[config.mk]
export PLATFORM = sky130hd
export DESIGN_NAME = alu_seq
export DESIGN_NICKNAME = d
export VERILOG_FILES = /design/src/rtl/alu_seq_pkg.sv /design/src/rtl/alu_seq_shifter.sv /design/src/rtl/alu_seq.sv
export SDC_FILE = /design/constraint.sdc
export NUM_CORES = 1
export LEC_CHECK = 0
export ABC_AREA = 1
export CELL_PAD_IN_SITES_DETAIL_PLACEMENT = 1
export CELL_PAD_IN_SITES_GLOBAL_PLACEMENT = 1
export CORE_MARGIN = 10
export CORE_UTILIZATION = 41
export CTS_CLUSTER_DIAMETER = 80
export DETAILED_ROUTE_END_ITERATION = 7
export DONT_BUFFER_PORTS = 1
export GPL_TIMING_DRIVEN = 1
export PLACE_DENSITY_LB_ADDON = 0.1
export SLEW_MARGIN = 40
export SYNTH_ARGS = -nofsm -noshare
export SYNTH_HDL_FRONTEND = slang
export SYNTH_HIERARCHICAL = 1
export SYNTH_SLANG_ARGS = --single-unit
[constraint.sdc]
create_clock -name clk -period 3 [get_ports clk]
set_input_delay 0.45 -clock clk [delete_from_list [all_inputs] [get_ports clk]]
set_output_delay 0.45 -clock clk [all_outputs]
set_load 0.05 [all_outputs]
[src/rtl/alu_seq_pkg.sv]
// alu_seq_pkg: opcodes, flag bit indices and FSM states for alu_seq (S_MUL only with ALU_SEQ_MUL_EN)
package alu_seq_pkg;
    localparam logic [7:0] OP_AND  = 8'h01;
    localparam logic [7:0] OP_OR   = 8'h02;
    localparam logic [7:0] OP_XOR  = 8'h03;
    localparam logic [7:0] OP_ADD  = 8'h05;
    localparam logic [7:0] OP_ADDC = 8'h07;
    localparam logic [7:0] OP_SUB  = 8'h09;
    localparam logic [7:0] OP_CMP  = 8'h0B;
    localparam logic [7:0] OP_MOV  = 8'h0D;
    localparam logic [7:0] OP_LSH  = 8'h84;
    localparam logic [7:0] OP_ASHU = 8'h86;
    localparam logic [7:0] OP_MUL  = 8'h8E;

    localparam int FLAG_C = 0;
    localparam int FLAG_L = 1;
    localparam int FLAG_F = 2;
    localparam int FLAG_Z = 3;
    localparam int FLAG_N = 4;

    typedef enum logic [1:0] {
        S_IDLE,
        S_SHIFT
`ifdef ALU_SEQ_MUL_EN
        , S_MUL
`endif
    } state_t;
endpackage

[src/rtl/alu_seq_shifter.sv]
// alu_seq_shifter: iterative one-bit-per-cycle shifter; signed b picks direction, magnitude clamped to WIDTH
module alu_seq_shifter #(
    parameter int WIDTH = 16
) (
    input  logic             clk,
    input  logic             reset,
    input  logic             load,
    input  logic             step,
    input  logic             arith,
    input  logic [WIDTH-1:0] a,
    input  logic [WIDTH-1:0] b,
    output logic             zero,
    output logic             last,
    output logic [WIDTH-1:0] next
);
    localparam int CW = $clog2(WIDTH + 1);

    logic [WIDTH:0]   bx, mag;
    logic [CW-1:0]    amt, cnt_q, cnt_d;
    logic [WIDTH-1:0] data_q, data_d;
    logic             right_q, right_d, arith_q, arith_d;

    // negation at WIDTH+1 bits keeps the most-negative amount positive before clamping
    always_comb begin
        bx      = {b[WIDTH-1], b};
        mag     = b[WIDTH-1] ? -bx : bx;
        amt     = (mag > (WIDTH+1)'(WIDTH)) ? CW'(WIDTH) : mag[CW-1:0];
        next    = right_q ? {arith_q & data_q[WIDTH-1], data_q[WIDTH-1:1]} : {data_q[WIDTH-2:0], 1'b0};
        data_d  = load ? a : step ? next : data_q;
        cnt_d   = load ? amt : step ? cnt_q - CW'(1) : cnt_q;
        right_d = load ? b[WIDTH-1] : right_q;
        arith_d = load ? arith : arith_q;
    end

    assign zero = amt == '0;
    assign last = cnt_q == CW'(1);

    always_ff @(posedge clk) begin
        if (reset) begin
            data_q  <= '0;
            cnt_q   <= '0;
            right_q <= 1'b0;
            arith_q <= 1'b0;
        end else begin
            data_q  <= data_d;
            cnt_q   <= cnt_d;
            right_q <= right_d;
            arith_q <= arith_d;
        end
    end
endmodule

[src/rtl/alu_seq.sv]
// alu_seq: clocked ALU with persistent flags, iterative shifts and optional iterative MUL (ALU_SEQ_MUL_EN)
module alu_seq
    import alu_seq_pkg::*;
#(
    parameter int WIDTH = 16,
    parameter int OP_W  = 8
) (
    input  logic             clk,
    input  logic             reset,
    input  logic             in_valid,
    output logic             in_ready,
    input  logic [OP_W-1:0]  op,
    input  logic [WIDTH-1:0] a,
    input  logic [WIDTH-1:0] b,
    output logic             out_valid,
    input  logic             out_ready,
    output logic [WIDTH-1:0] result,
    output logic             out_wb,
    output logic             out_illegal,
    output logic [4:0]       flags
);
    state_t           state_q, state_d;
    logic [WIDTH-1:0] res_q, res_d;
    logic             wb_q, wb_d, ill_q, ill_d, ov_q, ov_d;
    logic [4:0]       flg_q, flg_d;
    logic [WIDTH:0]   sum, diff;
    logic             ovf_add, ovf_sub, accept, upd_z;
    logic             sh_load, sh_step, sh_zero, sh_last;
    logic [WIDTH-1:0] sh_next;

`ifdef ALU_SEQ_MUL_EN
    localparam int CW = $clog2(WIDTH + 1);
    logic [2*WIDTH-1:0] acc_q, acc_d, mcand_q, mcand_d, acc_nx;
    logic [WIDTH-1:0]   mplr_q, mplr_d;
    logic [CW-1:0]      mcnt_q, mcnt_d;
`endif

    assign in_ready = (state_q == S_IDLE) && (!ov_q || out_ready);
    assign accept   = in_valid && in_ready;

    alu_seq_shifter #(.WIDTH(WIDTH)) u_shifter (
        .clk   (clk),
        .reset (reset),
        .load  (sh_load),
        .step  (sh_step),
        .arith (op == OP_ASHU),
        .a     (a),
        .b     (b),
        .zero  (sh_zero),
        .last  (sh_last),
        .next  (sh_next)
    );

    always_comb begin
        sum     = {1'b0, a} + {1'b0, b} + {{WIDTH{1'b0}}, (op == OP_ADDC) & flg_q[FLAG_C]};
        diff    = {1'b0, b} - {1'b0, a};
        ovf_add = (a[WIDTH-1] == b[WIDTH-1]) && (sum[WIDTH-1] != a[WIDTH-1]);
        ovf_sub = (a[WIDTH-1] != b[WIDTH-1]) && (diff[WIDTH-1] != b[WIDTH-1]);
        state_d = state_q;
        res_d   = res_q;
        wb_d    = wb_q;
        ill_d   = ill_q;
        flg_d   = flg_q;
        ov_d    = ov_q && !out_ready;
        upd_z   = 1'b0;
        sh_load = 1'b0;
        sh_step = 1'b0;
`ifdef ALU_SEQ_MUL_EN
        acc_nx  = acc_q + (mplr_q[0] ? mcand_q : '0);
        acc_d   = acc_q;
        mcand_d = mcand_q;
        mplr_d  = mplr_q;
        mcnt_d  = mcnt_q;
`endif
        if (accept) begin
            ov_d  = 1'b1;
            wb_d  = 1'b1;
            ill_d = 1'b0;
            upd_z = 1'b1;
            case (op)
                OP_AND:  res_d = a & b;
                OP_OR:   res_d = a | b;
                OP_XOR:  res_d = a ^ b;
                OP_ADD, OP_ADDC: begin
                    res_d         = sum[WIDTH-1:0];
                    flg_d[FLAG_C] = sum[WIDTH];
                    flg_d[FLAG_F] = ovf_add;
                    flg_d[FLAG_N] = sum[WIDTH-1];
                end
                OP_SUB: begin
                    res_d         = diff[WIDTH-1:0];
                    flg_d[FLAG_C] = diff[WIDTH];
                    flg_d[FLAG_F] = ovf_sub;
                    flg_d[FLAG_N] = diff[WIDTH-1];
                end
                OP_CMP: begin
                    res_d         = diff[WIDTH-1:0];
                    wb_d          = 1'b0;
                    upd_z         = 1'b0;
                    flg_d[FLAG_L] = diff[WIDTH];
                    flg_d[FLAG_Z] = a == b;
                    flg_d[FLAG_N] = diff[WIDTH-1] ^ ovf_sub;
                    flg_d[FLAG_F] = ovf_sub;
                end
                OP_MOV: begin
                    res_d         = a;
                    flg_d[FLAG_N] = a[WIDTH-1];
                end
                OP_LSH, OP_ASHU: begin
                    sh_load = 1'b1;
                    upd_z   = sh_zero;
                    res_d   = sh_zero ? a : res_q;
                    ov_d    = sh_zero;
                    state_d = sh_zero ? S_IDLE : S_SHIFT;
                end
`ifdef ALU_SEQ_MUL_EN
                OP_MUL: begin
                    acc_d   = '0;
                    mcand_d = {{WIDTH{1'b0}}, a};
                    mplr_d  = b;
                    mcnt_d  = CW'(WIDTH);
                    upd_z   = 1'b0;
                    ov_d    = 1'b0;
                    state_d = S_MUL;
                end
`endif
                default: begin
                    res_d = '0;
                    wb_d  = 1'b0;
                    ill_d = 1'b1;
                    upd_z = 1'b0;
                end
            endcase
        end else if (state_q == S_SHIFT) begin
            sh_step = 1'b1;
            if (sh_last) begin
                res_d   = sh_next;
                upd_z   = 1'b1;
                ov_d    = 1'b1;
                state_d = S_IDLE;
            end
        end
`ifdef ALU_SEQ_MUL_EN
        else if (state_q == S_MUL) begin
            acc_d   = acc_nx;
            mcand_d = mcand_q << 1;
            mplr_d  = mplr_q >> 1;
            mcnt_d  = mcnt_q - CW'(1);
            if (mcnt_q == CW'(1)) begin
                res_d         = acc_nx[WIDTH-1:0];
                flg_d[FLAG_C] = |acc_nx[2*WIDTH-1:WIDTH];
                upd_z         = 1'b1;
                ov_d          = 1'b1;
                state_d       = S_IDLE;
            end
        end
`endif
        if (upd_z) flg_d[FLAG_Z] = res_d == '0;
    end

    always_ff @(posedge clk) begin
        if (reset) begin
            state_q <= S_IDLE;
            res_q   <= '0;
            wb_q    <= 1'b0;
            ill_q   <= 1'b0;
            ov_q    <= 1'b0;
            flg_q   <= '0;
        end else begin
            state_q <= state_d;
            res_q   <= res_d;
            wb_q    <= wb_d;
            ill_q   <= ill_d;
            ov_q    <= ov_d;
            flg_q   <= flg_d;
        end
    end

`ifdef ALU_SEQ_MUL_EN
    always_ff @(posedge clk) begin
        if (reset) begin
            acc_q   <= '0;
            mcand_q <= '0;
            mplr_q  <= '0;
            mcnt_q  <= '0;
        end else begin
            acc_q   <= acc_d;
            mcand_q <= mcand_d;
            mplr_q  <= mplr_d;
            mcnt_q  <= mcnt_d;
        end
    end
`endif

    assign out_valid   = ov_q;
    assign result      = res_q;
    assign out_wb      = wb_q;
    assign out_illegal = ill_q;
    assign flags       = flg_q;
endmodule
[Word level (Yosys, flattened, before mapping)]
Cells that the tools add are included.
Storage, ports and cells
  register bits: 49
  bits of input ports: 44
  output and inout bits: 25
  word-level logic and storage cells: 113
Cells by class
  add/sub/neg operators: 5
  $lt $le $gt $ge: 1
  eq/ne operators: 18
  muxes and demuxes: 38
  bitwise operators: 6
  reduce and logical (&&, ||, !) cells: 31
Operator list (count)
  16-bit two-way mux: 7
  16-bit one-hot mux with 7 select lines: 1
  8-bit by 4-bit == test with 1-bit output, second input constant: 3
  16-bit by 16-bit adder with 17-bit output: 1
  17-bit by 1-bit adder with 17-bit output: 1
  17-bit by 5-bit greater-than comparator with 1-bit output, second input constant: 1
  1-bit two-way mux: 17
  17-bit two-way mux: 1
  17-bit negation: 1
  16-bit by 16-bit subtractor with 17-bit output: 1
  16-bit AND: 1
  16-bit == test: 1
  8-bit by 2-bit == test with 1-bit output, second input constant: 2
  8-bit by 3-bit == test with 1-bit output, second input constant: 2
  8-bit == test, second input constant: 2
  16-bit zero test: 1
  16-bit bitwise OR: 1
  16-bit bitwise XOR: 1
  5-bit two-way mux: 3
  2-bit nonzero test: 7
  2-bit AND reduction: 5
  10-bit OR reduction: 1
  9-bit OR reduction: 1
  8-bit by 1-bit == test with 1-bit output, second input constant: 1
  other kinds (21): 36

[Longest topological paths before layout]
  depth after elaboration: 10
  gate-level depth with buffers: 31
  gate-level depth less buffers: 30

[By module]
Netlist, hierarchy kept.
Modules (own cells, without submodules)
  alu_seq: times used 1, cells each 784, area an instance 4456.8 µm², sequential area each 500.5 µm²
  alu_seq_shifter: times used 1, cells each 326, area an instance 1911.8 µm², sequential area each 460.4 µm²

[Least setup slack after synthesis]
OpenSTA, ideal clock, no wires.
  path kind: input port to flip-flop
  from: input op[7]
  to: register flg_q[3] (netlist: flags[3])
  library setup time: 0.070 ns
  data arrival time: 3.189 ns
  required time: 2.930 ns
  setup slack: -0.258 ns
  stages on the path: 25
  buffers on the path: 2
  path through: nor2_2 -> nand2_4 -> inv_4 -> buf_6 -> buf_6 -> nand3_1 -> nor2_1 -> nand2_1 -> fa_1 -> fa_1 -> inv_1 -> nand2_1 -> nand2_1 -> nand4_1 -> nand2_1 -> nand2_1 -> nand2_1 -> nand2_1 -> nand3_1 -> nand3_1 -> a21oi_1 -> nand2_1 -> nor2_1 -> nand3_1 -> a21oi_1
Between the ends
  cells in the longest elaborated chain, start to end: 7
  elaborated cells on any way between the ends: 25
  classes of those cells: add/sub: 1; eq/ne: 10; mux: 5; bitwise: 1; reduce/logical: 8
Ends and longest elaborated chain
  start: declaration: line alu_seq.sv:12  | input logic [OP_W-1:0] op,
  8-bit by 3-bit == test with 1-bit output: line alu_seq.sv:55, alu_seq.sv:80
  1-bit AND: line alu_seq.sv:55  | sum = {1'b0, a} + {1'b0, b} + {{WIDTH{1'b0}}, (op == OP_ADDC) & flg_q[FLAG_C]};
  17-bit by 1-bit adder with 17-bit output: line alu_seq.sv:55
  16-bit one-hot mux with 7 select lines: line alu_seq.sv:80  | case (op)
  16-bit two-way mux: line alu_seq.sv:75  | if (accept) begin
  16-bit zero test: line alu_seq.sv:158  | if (upd_z) flg_d[FLAG_Z] = res_d == '0;
  1-bit two-way mux: line alu_seq.sv:158
  end signal: assignment: line alu_seq.sv:175  | flg_q <= flg_d;
  end: declaration: line alu_seq.sv:25  | logic [4:0] flg_q, flg_d;
Parallel ways exist; a longest one is shown, timed or not.
A chain may end at the register's enable or synchronous reset.

[Final worst setup path]
  from: input b[0]
  to: register flg_q[3] (netlist: flags[3])
Between the ends
  cells in the longest elaborated chain, start to end: 10
  elaborated cells on any way between the ends: 24
  classes of those cells: add/sub: 4; order compare: 1; eq/ne: 1; mux: 10; bitwise: 3; reduce/logical: 5
Ends and longest elaborated chain
  start: declaration: line alu_seq.sv:14  | input logic [WIDTH-1:0] b,
  17-bit negation: line alu_seq_shifter.sv:26  | mag = b[WIDTH-1] ? -bx : bx;
  17-bit two-way mux (*): line alu_seq_shifter.sv:26
  17-bit by 5-bit greater-than comparator with 1-bit output: line alu_seq_shifter.sv:27  | amt = (mag > (WIDTH+1)'(WIDTH)) ? CW'(WIDTH) : mag[CW-1:0];
  5-bit two-way mux (*): line alu_seq_shifter.sv:27
  5-bit zero test (*): line alu_seq_shifter.sv:35  | assign zero = amt == '0;
  net sh_zero: line alu_seq.sv:28  | logic sh_load, sh_step, sh_zero, sh_last;
  16-bit two-way mux: line alu_seq.sv:112  | res_d = sh_zero ? a : res_q;
  16-bit one-hot mux with 7 select lines: line alu_seq.sv:80
  16-bit two-way mux: line alu_seq.sv:75
  16-bit zero test: line alu_seq.sv:158
  1-bit two-way mux: line alu_seq.sv:158
Mark *: on every way through the listed nets, which the timed path passes. The rest lies on a longest branch. The select of a mux whose other input is x is not followed.

==> run_summary.xml <==
<?xml version="1.0" encoding="UTF-8"?>
<metrics>
  <group name="status">
    <metric name="status" unit="">finished, violations left</metric>
    <metric name="violated_checks" unit="">negative setup slack</metric>
  </group>
  <group name="layout">
    <metric name="layout.nets" unit="">1312</metric>
    <metric name="finish.utilization" unit="%">50.7</metric>
    <metric name="drive_above_1_share" unit="%">20.0</metric>
    <metric name="multi_input_combinational_cell_area" unit="sq um">4740</metric>
    <metric name="antenna_cells_inserted" unit="">0</metric>
    <metric name="areaGrowthSynthToFinish" unit="%">21.1</metric>
    <metric name="layout.cells.most_common_list" unit="">304 x sky130_fd_sc_hd__nand2_1, 154 x sky130_fd_sc_hd__inv_1, 125 x sky130_fd_sc_hd__buf_4, 111 x sky130_fd_sc_hd__nand3_1, 104 x sky130_fd_sc_hd__nor2_1</metric>
    <metric name="finalNonFillerCells" unit="">1400</metric>
    <metric name="fillers" unit="">2207</metric>
    <metric name="final_common_cell" unit="">sky130_fd_sc_hd__nand2_1</metric>
    <metric name="area.sequential" unit="sq um">961</metric>
  </group>
  <group name="placement">
    <metric name="finalWeightedCongestion" unit="">0.993</metric>
    <metric name="dp_slack" unit="ps">-538</metric>
    <metric name="place.detailed.hpwl" unit="mm">22.4</metric>
    <metric name="place.port_buffers" unit="">0</metric>
    <metric name="placedCellCount" unit="">1380</metric>
  </group>
  <group name="routing">
    <metric name="vias_per_cell" unit="">5.56</metric>
    <metric name="wire_per_inst" unit="um">19.7</metric>
    <metric name="detail_route.drc_violations" unit="">0</metric>
    <metric name="drt_pass1_iterations" unit="">5</metric>
    <metric name="routed_wirelength" unit="mm">27.6</metric>
    <metric name="antenna_violating_nets_post_route" unit="">0</metric>
    <metric name="vias" unit="">7778</metric>
    <metric name="detailedRoute.firstIterationViolations" unit="">514</metric>
  </group>
  <group name="timing">
    <metric name="period_needed" unit="ps">3110</metric>
    <metric name="fin_worst_skew" unit="ps">8.85</metric>
    <metric name="achievable-frequency" unit="MHz">322</metric>
    <metric name="max_slew_margin" unit="%">53.8</metric>
    <metric name="worst_margin_pin_slew" unit="ps">692</metric>
    <metric name="unrepaired_setup_endpoints_after_global_routing" unit="">yes</metric>
    <metric name="setup_ws" unit="ps">-110</metric>
    <metric name="timing_hold_violations_final" unit="">0</metric>
    <metric name="min_period_over_period" unit="%">104</metric>
    <metric name="finalSetupViolations" unit="">1</metric>
    <metric name="timing_max_transition_violations_final" unit="">0</metric>
  </group>
  <group name="yosys">
    <metric name="yosysTopAreaCellShare" unit="%">18.4</metric>
    <metric name="synth_edf_count" unit="">0</metric>
    <metric name="synth.largest_area_cell" unit="">sky130_fd_sc_hd__nand2_1</metric>
    <metric name="syn_nets" unit="">1210</metric>
    <metric name="netlist-cell-type-count" unit="">45</metric>
    <metric name="yosysSeqAreaShare" unit="%">15.1</metric>
    <metric name="post_synth_inst_count" unit="">1110</metric>
    <metric name="ys_top_cells_by_area" unit="">sky130_fd_sc_hd__nand2_1 18%, sky130_fd_sc_hd__dfxtp_1 15%, sky130_fd_sc_hd__ha_1 10%</metric>
    <metric name="synth-seq-cells" unit="">48</metric>
    <metric name="synth_warnings" unit="">6</metric>
    <metric name="post_synth_instance_area" unit="sq um">6370</metric>
    <metric name="synth_top_flop_cell" unit="">sky130_fd_sc_hd__dfxtp_1</metric>
    <metric name="synth_area_per_cell" unit="sq um">5.74</metric>
    <metric name="synthArstFlopShare" unit="%">0</metric>
  </group>
  <group name="die">
    <metric name="floorplan.io_pins" unit="">69</metric>
    <metric name="dieHeight" unit="um">145</metric>
    <metric name="dieArea" unit="sq um">20900</metric>
    <metric name="core" unit="sq um">15200</metric>
    <metric name="chipWidth" unit="um">145</metric>
    <metric name="std_cell_rows" unit="">45</metric>
    <metric name="initial_utilization" unit="%">41.9</metric>
  </group>
  <group name="worst_setup_path">
    <metric name="crit_family" unit="">simple AND/OR/NAND/NOR gates</metric>
    <metric name="critPathArrivalTime" unit="ps">3340</metric>
    <metric name="reg2reg_slack" unit="ps">270</metric>
    <metric name="critPathBufInv" unit="">5</metric>
    <metric name="critical-path-max-stage-delay" unit="ps">220</metric>
    <metric name="setup.worst_path.end_class" unit="">flip-flop</metric>
    <metric name="timing.critical_path.slowest_stage_cell" unit="">sky130_fd_sc_hd__nor2_4</metric>
    <metric name="critical_path_class" unit="">in2reg</metric>
    <metric name="critical_path_peak_fanout" unit="">6</metric>
    <metric name="required" unit="ps">3220</metric>
    <metric name="critPathLaunchType" unit="">primary input</metric>
  </group>
  <group name="clock_network">
    <metric name="htreeDepth" unit="">2</metric>
    <metric name="clockRootBuffer" unit="">sky130_fd_sc_hd__clkbuf_16</metric>
    <metric name="tritoncts_clock_tree" unit="">done</metric>
    <metric name="clock_edge_transition_at_the_registers_on_the_reported_setup_and_hold_paths" unit="ps">70</metric>
    <metric name="cts_max_path_buffers" unit="">2</metric>
    <metric name="clock-sinks" unit="">48</metric>
    <metric name="cts.hold.buffers_added" unit="">0</metric>
    <metric name="clock_latency_reported_for_the_late_side_of_the_worst_skew_pair" unit="ps">290</metric>
    <metric name="cts-buffers-inserted" unit="">5</metric>
  </group>
  <group name="global_routing">
    <metric name="antenna_found_initial" unit="">0</metric>
    <metric name="grt_overflow" unit="">0</metric>
    <metric name="grt_pass1_wl" unit="mm">42.4</metric>
    <metric name="vias_in_the_first_global_route" unit="">7879</metric>
    <metric name="grtUsageTotal" unit="%">25.9</metric>
    <metric name="grt_max_degree" unit="">45</metric>
  </group>
  <group name="min_path">
    <metric name="hp-class" unit="">in2reg</metric>
  </group>
  <group name="pwr">
    <metric name="worst_ir_drop_vdd" unit="uV">238</metric>
    <metric name="power_leakage" unit="uW">0.00381</metric>
    <metric name="power_density" unit="nW/um^2">258</metric>
  </group>
  <group name="job">
    <metric name="maxCapViolCount" unit="">0</metric>
  </group>
</metrics>
[state kept, by name, summed over array words and instances (netlist names)]
register           cells
u_shifter/arith_q      1
out_valid              1
u_shifter/right_q      1
state_q                1
out_illegal            1
out_wb                 1
result                16
u_shifter/cnt_q        5
u_shifter/data_q      16
flags                  5
[final timing paths]
kind | startpoint | endpoint | cells after the start
setup / recovery | b[0] | flags[3] | 25
setup reg to reg | flags[0] | flags[3] | 18
hold reg to reg | u_shifter/data_q[12] | u_shifter/data_q[12] | 2
hold / removal | reset | out_illegal | 1
[metal layers]
metal / track usage, % / share of wire (%) / wire (um)
met5: 0 / 0 / 0
met4: 6.91 / 2.7 / 737
met3: 6.26 / 8.0 / 2210
met2: 43.4 / 46 / 12700
met1: 32.3 / 43 / 11900
[what timing repair did]
item,4_1_cts,5_1_grt
setup buffers,4,8
pin swaps,30,33
endpoints found under the setup margin,1,9
gates cloned,1,0
resized for setup,28,26
[where the power goes]
part,internal (uW),switching (uW),total [uW]
combinational,299,461,760
sequential,643,22.4,666
clock,304,260,564
[layout make-up]
type	count	area share, %
tap	188	3.05
inverter	167	8.34
clock buffer	5	1.62
timing repair buffer	130	12.9
sequential	48	12.5
multi-input combinational	860	61.5
clock inverter	2	0.162
[cell families after synthesis]
group | Yosys count | share of synthesized area (%)
AND/OR/NAND/NOR | 630 | 44.3
buffers and inverters | 203 | 13.3
adder cells (fa/ha/maj) | 56 | 11.5
AO/OA/AOI/OAI | 166 | 14.9
flip-flops | 48 | 15.1
multiplexers | 2 | 0.354
XOR/XNOR | 5 | 0.688
[Yosys cell counts (3+ instances only)]
cell	instances
sky130_fd_sc_hd__nor3_1	10
sky130_fd_sc_hd__nand4_1	23
sky130_fd_sc_hd__nand2_2	17
sky130_fd_sc_hd__nor2_1	112
sky130_fd_sc_hd__inv_1	157
sky130_fd_sc_hd__fa_1	4
sky130_fd_sc_hd__nor2_2	14
sky130_fd_sc_hd__buf_6	7
sky130_fd_sc_hd__inv_2	7
sky130_fd_sc_hd__nand3b_1	4
sky130_fd_sc_hd__buf_2	14
sky130_fd_sc_hd__a21oi_1	64
sky130_fd_sc_hd__o21ai_0	46
sky130_fd_sc_hd__a22oi_1	10
sky130_fd_sc_hd__o22ai_1	5
sky130_fd_sc_hd__clkbuf_1	12
sky130_fd_sc_hd__a31oi_1	18
sky130_fd_sc_hd__nand3_1	115
sky130_fd_sc_hd__nor2_4	8
sky130_fd_sc_hd__nand2_1	312
sky130_fd_sc_hd__a21oi_2	3
sky130_fd_sc_hd__nand2_4	6
sky130_fd_sc_hd__o211ai_1	6
sky130_fd_sc_hd__nand3_2	4
sky130_fd_sc_hd__dfxtp_1	48
sky130_fd_sc_hd__ha_1	52
sky130_fd_sc_hd__xnor2_1	3
[per-stage QoR]
step           hold WS (ps)  TNS, ps  total power (uW)  cell area, sq um
6_report                218     -110              1990              7710
5_1_grt                 212     -339              2100              7710
4_1_cts                 220    -41.0              1950              7570
3_5_place_dp            470    -1900              1390              7300
3_3_place_gp            466     -968              1370              7300
2_1_floorplan           439    -87.4              1130              6390
No activity file was read; power rests on OpenSTA's default activity.
